### config.mk
export PLATFORM = sky130hd
export DESIGN_NAME = c1541_disk_sequencer
export DESIGN_NICKNAME = d
export VERILOG_FILES = /design/src/rtl/c1541_disk_sequencer.sv
export SDC_FILE = /design/constraint.sdc
export NUM_CORES = 1
export LEC_CHECK = 0
export ABC_CLOCK_PERIOD_IN_PS = 2200
export BUFFER_PORTS_ARGS = -buffer_cell sky130_fd_sc_hd__buf_2
export CAP_MARGIN = 20
export CORE_ASPECT_RATIO = 0.5
export CORE_UTILIZATION = 49
export CTS_CLUSTER_SIZE = 25
export DETAILED_ROUTE_END_ITERATION = 10
export GPL_TIMING_DRIVEN = 0
export PLACE_DENSITY = 0.77
export SYNTH_ARGS = -nofsm -noshare
export SYNTH_HDL_FRONTEND = slang
export SYNTH_SLANG_ARGS = --single-unit
### constraint.sdc
create_clock -name clk32 -period 2.2 [get_ports clk32]
set_clock_uncertainty 0.15 [all_clocks]
set_input_delay 0 -clock clk32 [delete_from_list [all_inputs] [get_ports clk32]]
set_output_delay 0 -clock clk32 [all_outputs]
set_load 0.02 [all_outputs]
### src/rtl/c1541_disk_sequencer.sv
// c1541_disk_sequencer
// Drive-mechanics sequencer for the 1541 core. Sits between the drive-side pins of
// c1541_logic and a track buffer RAM:
//   - decodes the stepper phases into a half-track head position
//   - asks the host to save/load tracks through a track_req/track_ack handshake
//   - paces GCR bytes out of the buffer at the zone bit rate (byte_n, sync_n)
//   - writes the bytes coming back from the logic into the buffer in write mode
// Ports:
//   clk32, reset                 32 MHz clock, asynchronous active-high reset
//   mtr, freq, stp, mode         motor, density zone, stepper phase, 1=read/0=write
//   disk_dout / disk_din         byte from / to the drive logic
//   byte_n, sync_n               byte-ready and sync strobes, active low
//   wps_n, tr00_sense_n          write-protect and track-0 sense
//   img_mounted, img_readonly    image presence and write protection
//   track_len                    byte count of the loaded track (0 = unformatted)
//   half_track                   current head position
//   track_req, track_ack, dirty  host load handshake and buffer-modified flag
//   buf_addr/rdata/wdata/we      track buffer port (1-cycle read latency)
module c1541_disk_sequencer #(
  parameter int unsigned HTRACK_MAX  = 83,
  parameter int unsigned HTRACK_INIT = 34,
  parameter int unsigned BYTE_PULSE  = 64,
  parameter int unsigned ADDR_W      = 13
) (
  input  logic              clk32,
  input  logic              reset,
  input  logic              mtr,
  input  logic [1:0]        freq,
  input  logic [1:0]        stp,
  input  logic              mode,
  input  logic [7:0]        disk_dout,
  output logic [7:0]        disk_din,
  output logic              byte_n,
  output logic              sync_n,
  output logic              wps_n,
  output logic              tr00_sense_n,
  input  logic              img_mounted,
  input  logic              img_readonly,
  input  logic [ADDR_W-1:0] track_len,
  output logic [6:0]        half_track,
  output logic              track_req,
  input  logic              track_ack,
  output logic              dirty,
  output logic [ADDR_W-1:0] buf_addr,
  input  logic [7:0]        buf_rdata,
  output logic [7:0]        buf_wdata,
  output logic              buf_we
);

  localparam int unsigned PW = $clog2(BYTE_PULSE + 1);

  typedef enum logic [1:0] {StIdle, StLoad, StRun} state_t;

  state_t            state;
  logic [1:0]        stp_q;
  logic              primed;
  logic              step_up;
  logic              step_dn;
  logic [6:0]        half_track_d;
  logic              ht_change;
  logic [9:0]        timer;
  logic [9:0]        period_m1;
  logic [ADDR_W-1:0] pos;
  logic [ADDR_W-1:0] pos_next;
  logic [PW-1:0]     pulse_cnt;
  logic [7:0]        prev;
  logic              run_ok;
  logic              boundary;

  // Stepper decode: a +1 phase rotation moves the head inward, -1 outward,
  // a jump of two phases is ambiguous and ignored.
  always_comb begin
    step_up      = primed && (stp == stp_q + 2'd1);
    step_dn      = primed && (stp == stp_q - 2'd1);
    half_track_d = half_track;
    if (step_up && (half_track < 7'(HTRACK_MAX))) begin
      half_track_d = half_track + 7'd1;
    end else if (step_dn && (half_track != 7'd0)) begin
      half_track_d = half_track - 7'd1;
    end
  end

  assign ht_change = (half_track_d != half_track);

  always_ff @(posedge clk32 or posedge reset) begin
    if (reset) begin
      stp_q      <= 2'd0;
      primed     <= 1'b0;
      half_track <= 7'(HTRACK_INIT);
    end else begin
      primed     <= 1'b1;
      stp_q      <= stp;
      half_track <= half_track_d;
    end
  end

  assign wps_n        = ~(img_mounted & img_readonly);
  assign tr00_sense_n = (half_track != 7'd0);

  // Byte period minus one: (16 - freq) * 64 - 1 = {15 - freq, 6'h3f}.
  assign period_m1 = {2'b11, ~freq, 6'h3f};

  // The byte engine only advances in RUN with the motor spinning on a formatted
  // track, and not in a cycle that is about to leave RUN.
  assign run_ok   = (state == StRun) && img_mounted && !ht_change && mtr &&
                    (track_len != '0);
  assign boundary = run_ok && (timer == '0);
  assign pos_next = (pos >= track_len - ADDR_W'(1)) ? '0 : pos + ADDR_W'(1);

  assign buf_addr  = pos;
  assign buf_wdata = disk_dout;
  assign buf_we    = boundary && !mode && !img_readonly;

  always_ff @(posedge clk32 or posedge reset) begin
    if (reset) begin
      state     <= StIdle;
      track_req <= 1'b0;
      dirty     <= 1'b0;
      pos       <= '0;
      timer     <= '0;
      pulse_cnt <= '0;
      byte_n    <= 1'b1;
      sync_n    <= 1'b1;
      disk_din  <= 8'h00;
      prev      <= 8'h00;
    end else begin
      // Finish any byte_n pulse in flight; a boundary below may restart it.
      if (!byte_n) begin
        if (pulse_cnt == '0) begin
          byte_n <= 1'b1;
        end else begin
          pulse_cnt <= pulse_cnt - PW'(1);
        end
      end
      if (!run_ok) begin
        byte_n <= 1'b1;
        sync_n <= 1'b1;
      end

      case (state)
        StIdle: begin
          if (img_mounted) begin
            state     <= StLoad;
            track_req <= 1'b1;
          end
        end
        StLoad: begin
          // Steps during LOAD keep the request up; the host reads half_track at ack.
          if (!img_mounted) begin
            state     <= StIdle;
            track_req <= 1'b0;
          end else if (track_ack) begin
            state     <= StRun;
            track_req <= 1'b0;
            dirty     <= 1'b0;
            pos       <= '0;
            timer     <= period_m1;
          end
        end
        StRun: begin
          if (!img_mounted) begin
            state     <= StIdle;
            track_req <= 1'b0;
          end else if (ht_change) begin
            state     <= StLoad;
            track_req <= 1'b1;
          end else if (run_ok) begin
            if (!boundary) begin
              timer <= timer - 10'd1;
            end else begin
              // freq is only sampled here, so zone changes apply from the next byte.
              timer <= period_m1;
              pos   <= pos_next;
              if (mode) begin
                disk_din <= buf_rdata;
                prev     <= buf_rdata;
                if ((buf_rdata == 8'hff) && (prev == 8'hff)) begin
                  // Sync bytes are never reported through byte_n.
                  sync_n <= 1'b0;
                  byte_n <= 1'b1;
                end else begin
                  sync_n    <= 1'b1;
                  byte_n    <= 1'b0;
                  pulse_cnt <= PW'(BYTE_PULSE - 1);
                end
              end else begin
                sync_n    <= 1'b1;
                byte_n    <= 1'b0;
                pulse_cnt <= PW'(BYTE_PULSE - 1);
                if (!img_readonly) begin
                  dirty <= 1'b1;
                end
              end
            end
          end
        end
        default: begin
          state     <= StIdle;
          track_req <= 1'b0;
        end
      endcase
    end
  end

endmodule

==> metrics.txt, run 1 <==
status=complete, but fails checks; failing checks=setup timing; number of detailed-routing iterations run before antenna repair=5; half-perimeter wire length of the detailed placement result=5.74 mm; Hold WC Path Type=input port to flip-flop; post-route cell area=0.00551 sq mm; cell type with the largest total area after synthesis=dfrtp_1; initial core utilization=51.4%; area occupied by multi-input gates=0.00252 sq mm; vias=3585; highest clock frequency the design can meet=383 MHz; clock tree from TritonCTS=done; number of storage elements in the synthesis netlist=54; weighted congestion at the end of routability-driven global placement=0.810; Max IR drop VDD=755 uV; Diodes inserted=0; post-synthesis sequential area ratio=39.1%; sort of element at the end of the critical path=primary output; number of nets with antenna violations after detailed routing=0; Core Region=0.00675 sq mm; root buffer cell=clkbuf_16; leakage power summed over all cells=about 2.5 nW; average routed wire per standard cell=17.2 um; final slew viol count=0; mapped cell area=around 0.0035 sq mm; worst setup path start=half_track[2]; crit-path max cell delay=approximately 0.47 ns; Final #Nets=586; Die Area=0.00744 sq mm; Post-synth EDFFs=0; CP max-delay cell=dfrtp_2; Max-Slew Margin vs Limit=roughly 36%; minimum clock period=2.61 ns; Layout area overhead=58.9%; number of buffers created by CTS=5; setup slack of the critical path after layout=-0.413 ns; top fanout value on the critical path=4; drc violations=0; total power per unit cell area=around 670 mW/mm^2; H-tree levels=2; count of buffers from port buffering=74; Finish-stage setup viols=36; post-detailed-route via-to-cell ratio=5.80; Primary FF master, synth=dfrtp_1; floorplan die width=121 um; clock latency of the later-clocked register in the worst-skew pair=0.29 ns; io pins=83; Final period util=119%; Rows=21; most numerous cell in the Yosys netlist=dfrtp_1; number of distinct library cell variants in the gate-level netlist after synthesis=59; proportion of netlist area held by the largest area contributor=36.1%; Remaining Overflow, GRT=0; Clk pin slew, worst setup/hold paths=approximately 0.070 ns; arrival time of the worst setup path=approximately 2.5 ns; synthesized instance count=about 370; post-synth net total=430; startpoint class of the critical path=flip-flop; total routing resource utilization after global routing=25.4%; start point of the worst hold path=freq[1]; height of the die=61.5 um; type of the setup path with the least slack=flip-flop to primary output; top cells by area, synth=dfrtp_1, ha_1, nand2_1, a21oi_1, dfstp_2; fraction of final layout cells with drive strength greater than 1=50.4%; top post-synthesis cells by count=dfrtp_1, nand2_1, a21oi_1, ha_1, nor2_1; most frequent cell on the critical path=nor3_4; pin count of the biggest net entering global routing=32; max-capacitance violation count=0; RSZ-0062 raised after global routing=yes; required time reported for the critical path endpoint=2.05 ns; worst slew pin tran=0.960 ns; maximum clock insertion buffer count=2; cell-by-cell trace of the critical path=nor4_4 > and3_4 > nor3_4 > bufbuf_16 > or4_4 > nor3_4 > buf_6; number of antenna violations at the first check in global routing=0; critical register-to-register path startpoint=buf_addr[8]; post-placement worst setup slack=-0.907 ns; endpoints failing hold=0; Mean Syn Cell Area=9.40 sq um; count of warnings emitted by yosys=0; final WL=approximately 11 mm; vias in the first global route=3098; placed standard-cell area=around 0.0042 sq mm; Sinks on Clock Net=54; fillers=roughly 400; fraction of synthesis flops using an asynchronous set or reset pin=100%; final hold slack=0.0551 ns; Starting DRT DRC Count=~230; sequential cell area=0.00136 sq mm; first-pass GRT wire length=around 15 mm
-- area by class of cell --
type,instances,share of cell area [%]
sequential,54,24.7
clock buffer,5,2.27
inverter,18,1.63
timing repair buffer,150,20.6
multi-input combinational,283,45.8
buffer,13,2.18
clock inverter,3,0.726
tap,92,2.09
-- repair_timing --
action,CTS,global route
resized for setup,57,50
hold buffers,17,0
pin swaps,32,33
cloned,3,0
endpoints found under the setup margin,43,39
endpoints found under the hold margin,43,0
buffers inserted,28,28
-- placed cells by master (no fill, tap or decap), types with 4 or more instances in the layout --
cell and instances:
a21oi_1 16, a21oi_2 8, a22oi_2 6, and2_1 4, and3_1 4, buf_2 71, buf_4 50, buf_6 16
buf_8 5, clkbuf_16 5, dfrtp_1 46, dfrtp_2 4, dfstp_2 4, dlygate4sd3_1 17, ha_1 18, inv_1 12
mux2_4 8, nand2_1 34, nand2_2 4, nand2_4 5, nand3_1 8, nand4_1 8, nor2_1 14, nor3_1 9
nor3_4 7, o21a_1 4, o21ai_0 6, o21ai_1 6, o21ai_2 6, or3_1 8, xnor2_1 11, xor2_1 8
-- through the flow --
step / TNS (ns) / std cells / power, W / utilization, %
floorplan: -6.35 / 369 / 0.00190 / -
global placement: -17.18 / 535 / 0.00214 / 61.6
detailed placement: -18.43 / 536 / 0.00217 / 62.1
CTS: -6.77 / 591 / 0.00335 / 75.2
global route: -11.66 / 618 / 0.00387 / 81.6
finish: -6.90 / 618 / 0.00371 / 81.6
-- report_power, final --
part	internal (W)	switching (W)
sequential	0.00113	0.000191
combinational	0.000733	0.000770
clock	0.000533	0.000354
-- logic make-up after synthesis --
| kind of cell | Yosys count | share of synthesized area (%) |
|---|---|---|
| AND/OR/NAND/NOR | 148 | 23.5 |
| flip-flops | 54 | 39.1 |
| buffers and inverters | 32 | 4.76 |
| adder cells (fa/ha/maj) | 21 | 7.58 |
| multiplexers | 10 | 3.17 |
| other | 1 | 0.108 |
| XOR/XNOR | 21 | 5.74 |
| AO/OA/AOI/OAI | 82 | 16.0 |
-- layer usage --
| metal | wire length (um) | global-route usage [%] | part of all wire (%) | up-vias |
|---|---|---|---|---|
| met4 | 192 | 7.94 | 1.8 | 0 |
| li1 | - | - | - | 1661 |
| met5 | 0 | 0 | 0 | - |
| met2 | 5430 | 45.3 | 51 | 145 |
| met3 | 536 | 4.81 | 5.1 | 27 |
| met1 | 4450 | 32.3 | 42 | 1752 |
-- registers in the layout, summed over array words and instances (netlist names) --
| name | count |
|---|---|
| pulse_cnt | 7 |
| half_track | 7 |
| track_req | 1 |
| stp_q | 2 |
| primed | 1 |
| byte_n | 1 |
| dirty | 1 |
| sync_n | 1 |
| state | 2 |
| prev | 8 |
| timer | 10 |
| buf_addr | 13 |
-- path summary, 6_finish.rpt --
path,cells after the start,slack [ns],end
max,7,-0.41,buf_we
min,4,0.06,timer[7]
max reg2reg,9,-0.26,buf_addr[4]
min reg2reg,2,0.33,dirty
max in group asynchronous,4,1.05,sync_n
min in group asynchronous,3,0.22,pulse_cnt[3]
-- critical path, delay by kind of cell (launching register included) --
kind / cells / cell delay, ns
buffers and inverters: 2 / 0.41
flip-flops: 1 / 0.47
AND/OR/NAND/NOR: 5 / 1.28
Note: power is estimated with default switching activity, not from simulation.
==> run 2, diff against run 1 <==
- CTS_CLUSTER_SIZE: 25 -> 40
- SKIP_LAST_GASP: default -> 1
==> run 2 against run 1 <==
Net effect: first-iteration DRC count down 27%; the run ends with hold timing, setup timing left; critical endpoint is now buf_addr[4]; core utilization down 0.91 points; non-clock buffer count down 3; critical path type is now input port to flip-flop; final area down 1.1%; largest cell class unchanged.
==> metrics.txt, run 2 (synthesis results as in run 1) <==
Sinks on Clock Net=54; final WL=~10 mm; Register-to-Register Path Depth=9; H-tree levels=2; minimum clock period=roughly 2.5 ns; net switching component of the power=0.00127 W; worst slew pin tran=0.928 ns; Diodes inserted=0; most common cell after layout, fill and taps aside=buf_2; arrival time of the worst setup path=2.60 ns; total routing resource utilization after global routing=25.3%; Final period util=116%; top fanout value on the critical path=5; number of antenna violations at the first check in global routing=0; io pins=83; pin count of the biggest net entering global routing=32; Int Power=0.00238 W; Final #Nets=583; highest clock frequency the design can meet=392 MHz; half-perimeter wire length of the detailed placement result=5.74 mm; average routed wire per standard cell=16.5 um; Finish-stage setup viols=33; floorplan die width=121 um; root buffer cell=clkbuf_16; setup slack of the critical path after layout=-0.349 ns; startpoint class of the critical path=input port; Rows=21; net switching fraction of the power=a little over a third; destination of the worst hold path=timer[7]; weighted congestion at the end of routability-driven global placement=0.810; Layout area overhead=57.2%; first-pass GRT wire length=roughly 15 mm; share of total power in sequential cells=between 30 and 40%; vias=3475; most frequent cells in the layout=buf_2, buf_4, dfrtp_1; number of buffers created by CTS=5; Remaining Overflow, GRT=0; max FFs per register=13; met3 demand-to-capacity share in global routing=4.91%; total power per unit cell area=around 670 mW/mm^2; number of detailed-routing iterations run before antenna repair=4; post-route cell area=between 0.005 and 0.006 sq mm; utilization of the core after routing=between 80% and 90%; global-route layer with the greatest usage=met2; fraction of final layout cells with drive strength greater than 1=between 40% and 50%; max-capacitance violation count=0; Core Region=a little under 0.007 sq mm; number of nets with antenna violations after detailed routing=0; RSZ-0062 raised after global routing=yes; maximum clock insertion buffer count=2; drc violations=0; global-route met1 utilization=roughly 32%; met2 track utilization from global routing=44.7%; Cells after DPL=536; status=complete, but fails checks; clock tree from TritonCTS=done; Hold WC Path Type=input port to flip-flop; count of buffers from port buffering=74; final hold slack=-0.00340 ns; failing checks=hold timing, setup timing; Die Area=about 0.0074 sq mm; initial core utilization=51.4%; Max-Slew Margin vs Limit=a little under two fifths; endpoints failing hold=1; required time reported for the critical path endpoint=2.26 ns; worst reg2reg path endpoint=buf_addr[4]; final std cells w/o fill=approximately 600; clock latency of the later-clocked register in the worst-skew pair=0.29 ns; leakage power summed over all cells=2.50 nW; sort of element at the end of the critical path=flip-flop; post-detailed-route via-to-cell ratio=5.65; placed standard-cell area=0.00419 sq mm; critical register-to-register path startpoint=buf_addr[8]; height of the die=61.5 um; Max IR drop VDD=between 800 and 900 uV; final slew viol count=0; count of cells along the worst hold path=4; share of total power in combinational logic=just under 40%; type of the setup path with the least slack=input port to flip-flop; vias in the first global route=about 3100; Starting DRT DRC Count=around 170; fraction of power consumed by the clock network=24.4%; start point of the worst hold path=freq[1]; reg-to-reg setup timing slack=-0.25 ns; Setup TNS=-6.20 ns; Clk pin slew, worst setup/hold paths=around 0.070 ns
-- run 2: changes by cell type in the layout (fill, tap and decap cells not counted), sizes merged --
cell  change
buf       -3
-- run 2: final cells by class --
type	instances	area, sq um
fill	415	1300
clock buffer	5	125
timing repair buffer	147	1110
sequential	54	1360
tap	92	115
inverter	18	90.1
multi-input combinational	283	2500
clock inverter	3	40.0
buffer	13	116
-- run 2: power by group through the flow --
stage          clock [W]  combinational (W)  sequential [W]
6_report        0.000894            0.00146         0.00131
5_1_grt         0.000942            0.00156         0.00132
4_1_cts         0.000897            0.00113         0.00132
3_5_place_dp           0           0.000846         0.00132
3_3_place_gp           0           0.000821         0.00132
2_1_floorplan          0           0.000499         0.00140
-- run 2: per-layer routing --
metal  vias to the layer above  part of all wire [%]  routed length, um
li1                       1648                     -                  -
met1                      1695                    42               4310
met2                       113                    51               5170
met3                        19                   5.0                511
met4                         0                   1.5                157
met5                         -                     0                  0
-- run 2: worst max-delay path, stage by stage --
cell,delay (ns)
buf_2,0.14
nor4_2,0.41
nand3_2,0.16
buf_4,0.18
xor2_1,0.14
ha_1,0.32
nand2_1,0.12
nor3_2,0.07
a2111oi_4,0.33
a2bb2oi_4,0.24
nand3_4,0.12
buf_6,0.17
o31ai_4,0.20
-- run 2: worst max path at each step --
stage / startpoint / end / slack (ns)
detailed placement: track_len[1] / buf_addr[5] / -0.91
global placement: track_len[1] / buf_addr[3] / -0.86
finish: track_len[7] / buf_addr[4] / -0.35
CTS: track_len[2] / buf_addr[4] / -0.44
global route: track_len[7] / buf_addr[4] / -0.56
floorplan: track_len[1] / buf_addr[3] / -0.36
-- run 2: what timing repair did --
item / 4_1_cts / 5_1_grt
setup endpoints to repair: 43 / 40
gates resized for setup: 53 / 44
pin swaps: 31 / 32
hold buffers: 17 / 0
gates cloned: 3 / 0
buffers inserted: 28 / 25
endpoints found under the hold margin: 43 / 0
-- run 2: per-stage QoR --
| stage | worst slack, ns | total power, W |
|---|---|---|
| final | -0.349 | 0.00366 |
| after global placement | -0.860 | 0.00214 |
| after detailed placement | -0.907 | 0.00217 |
| after floorplan | -0.361 | 0.00190 |
| after global routing | -0.556 | 0.00382 |
| after CTS | -0.440 | 0.00334 |
==> run 3, diff against run 2 <==
- CORE_MARGIN: default -> 2
- PLACE_DENSITY: 0.77 -> default
- PLACE_DENSITY_LB_ADDON: default -> 0.15
==> run 3 against run 2 <==
Net effect: the flow finishes with violations (setup timing); final area is essentially flat; via count is 2.4% higher; core utilization shrank 0.24 points; global-route usage down 0.23 points; sequential share of layout area is essentially flat; combinational power about the same; fmax down 3.1%; power grew 2.0%.
==> metrics.txt, run 3 (synthesis results as in run 1) <==
floorplan die width=around 120 um; Starting DRT DRC Count=219; reg-to-reg setup timing slack=-0.32 ns; first-pass GRT wire length=15.6 mm; Int Power=0.00241 W; number of antenna violations at the first check in global routing=0; Max-Slew Margin vs Limit=27.3%; count of cells along the worst hold path=2; net switching fraction of the power=35.4%; clock tree from TritonCTS=done; vias in the first global route=3404; H-tree levels=2; overall power of the completed layout=0.00373 W; minimum clock period=2.63 ns; failing checks=setup timing; RSZ-0062 raised after global routing=yes; Layout area overhead=57.3%; placed standard-cell area=approximately 0.0042 sq mm; Max IR drop VDD=816 uV; family with the most delay on the worst path=simple AND/OR/NAND/NOR gates; start point of the worst hold path=disk_dout[7]; worst reg2reg path endpoint=timer[3]; post-detailed-route via-to-cell ratio=5.78; initial core utilization=51.2%; worst slew pin tran=roughly 1.1 ns; most frequent cells in the layout=buf_2, buf_4, dfrtp_1; number of buffers created by CTS=5; startpoint class of the critical path=input port; highest clock frequency the design can meet=380 MHz; Rows=21; Final #Nets=584; Remaining Overflow, GRT=0; Finish-stage setup viols=37; status=complete, but fails checks; total routing resource utilization after global routing=about 25%; buffer and inverter count on the worst path=2; share of total power in sequential cells=35.3%; arrival time of the worst setup path=~2.7 ns; critical register-to-register path startpoint=half_track[3]; Register-to-Register Path Depth=11; setup slack of the critical path after layout=-0.430 ns; share of total power in combinational logic=between 30% and 40%; crit-path max cell delay=0.38 ns; number of detailed-routing iterations run before antenna repair=4; pin count of the biggest net entering global routing=32; max FFs per register=13; Sinks on Clock Net=54; root buffer cell=clkbuf_16; endpoints failing hold=0; Core Region=0.00678 sq mm; final WL=10.7 mm; net switching component of the power=0.00132 W; final hold slack=~0.067 ns; average routed wire per standard cell=around 17 um; vias=about 3600; weighted congestion at the end of routability-driven global placement=0.879; total power per unit cell area=around 680 mW/mm^2; clock latency of the later-clocked register in the worst-skew pair=approximately 0.3 ns; final std cells w/o fill=616; half-perimeter wire length of the detailed placement result=6.34 mm; sort of element at the end of the critical path=flip-flop; count of buffers from port buffering=between 70 and 80; Final period util=120%; post-placement worst setup slack=-0.901 ns; fraction of power consumed by the clock network=between 20% and 30%; cell-by-cell trace of the critical path=buf_12 > nor3_4 > nand2b_1 > or3_4 > nor2_4 > xnor2_2 > ha_1 > and4_1 > nand2_2 > a21oi_2 > a211o_1 > a2bb2oi_4 > nand3_4 > buf_8 > o31ai_4; Cells after DPL=536; Diodes inserted=0; height of the die=63.5 um; max-capacitance violation count=0; required time reported for the critical path endpoint=2.26 ns; post-route cell area=0.00546 sq mm; final slew viol count=0; most common cell after layout, fill and taps aside=buf_2; Hold WC Path Type=input port to primary output; type of the setup path with the least slack=input port to flip-flop; fraction of final layout cells with drive strength greater than 1=about half; io pins=83; leakage power summed over all cells=2.51 nW; drc violations=0; top fanout value on the critical path=5; Die Area=0.00781 sq mm; maximum clock insertion buffer count=2; number of nets with antenna violations after detailed routing=0; Clk pin slew, worst setup/hold paths=0.07 ns; destination of the worst hold path=buf_wdata[7]; CP max-delay cell=or3_4
[run 3: cell types whose count changed in the layout (fill, tap and decap cells not counted), moves of 2 or more]
cell / previous run / this run
o21ai_4: 0 / 2
o21ai_2: 4 / 2
buf_6: 15 / 18
clkinv_2: 2 / 0
a21oi_2: 7 / 10
a22oi_2: 6 / 4
a22oi_1: 1 / 3
a21oi_1: 17 / 15
buf_4: 49 / 47
[run 3: per-stage QoR]
step / TNS [ns] / util (%)
floorplan: -6.35 / -
global placement: -17.17 / 61.4
detailed placement: -19.66 / 61.7
CTS: -8.46 / 73.5
global route: -13.40 / 80.5
finish: -9.30 / 80.5
[run 3: area by class of cell]
class | count | area (sq um)
multi-input cells | 283 | 2500
flip-flops and latches | 54 | 1360
fillers | 380 | 1320
repair buffers | 147 | 1080
plain buffers | 14 | 131
clock buffers | 5 | 125
well taps | 92 | 115
inverters | 18 | 90.1
clock inverters | 3 | 47.5
[run 3: power by group through the flow]
stage / combinational (W) / sequential [W] / clock, W
finish: 0.00149 / 0.00132 / 0.000928
global route: 0.00157 / 0.00133 / 0.000981
CTS: 0.00108 / 0.00132 / 0.000942
detailed placement: 0.000854 / 0.00133 / 0
global placement: 0.000819 / 0.00132 / 0
floorplan: 0.000499 / 0.00140 / 0
[run 3: per-layer routing]
layer	wire length (um)	share of wire (%)	global-route usage (%)	vias up
met5	0	0	0	-
met4	162	1.5	5.54	0
met3	564	5.3	4.53	19
met2	5380	50	44.5	132
met1	4580	43	31.8	1749
li1	-	-	-	1659
[run 3: what timing repair did]
item,4_1_cts,5_1_grt
gates cloned,3,0
hold buffers,17,0
hold endpoints to repair,38,0
gates resized for setup,44,66
setup buffers,30,24
setup endpoints to repair,43,46
pin swaps,29,37
[run 3: worst register-to-register path, cell delays in order, from the launching register on]
cell	delay, ns
dfrtp_1	0.41
buf_6	0.14
nor4_4	0.30
and3_4	0.24
nor3_4	0.05
buf_6	0.13
buf_6	0.12
buf_12	0.11
nor3_4	0.24
nor2_4	0.09
o41ai_2	0.27
nand3_1	0.13
[run 3: worst max-delay path by stage]
stage | from | endpoint | slack (ns) | depth (start not counted)
final | track_len[1] | buf_addr[11] | -0.43 | 15
after global routing | track_len[1] | buf_addr[11] | -0.55 | 15
after CTS | track_len[2] | buf_addr[3] | -0.45 | 15
after detailed placement | track_len[1] | buf_addr[5] | -0.90 | 14
after global placement | track_len[1] | buf_addr[3] | -0.86 | 15
after floorplan | track_len[1] | buf_addr[3] | -0.36 | 14
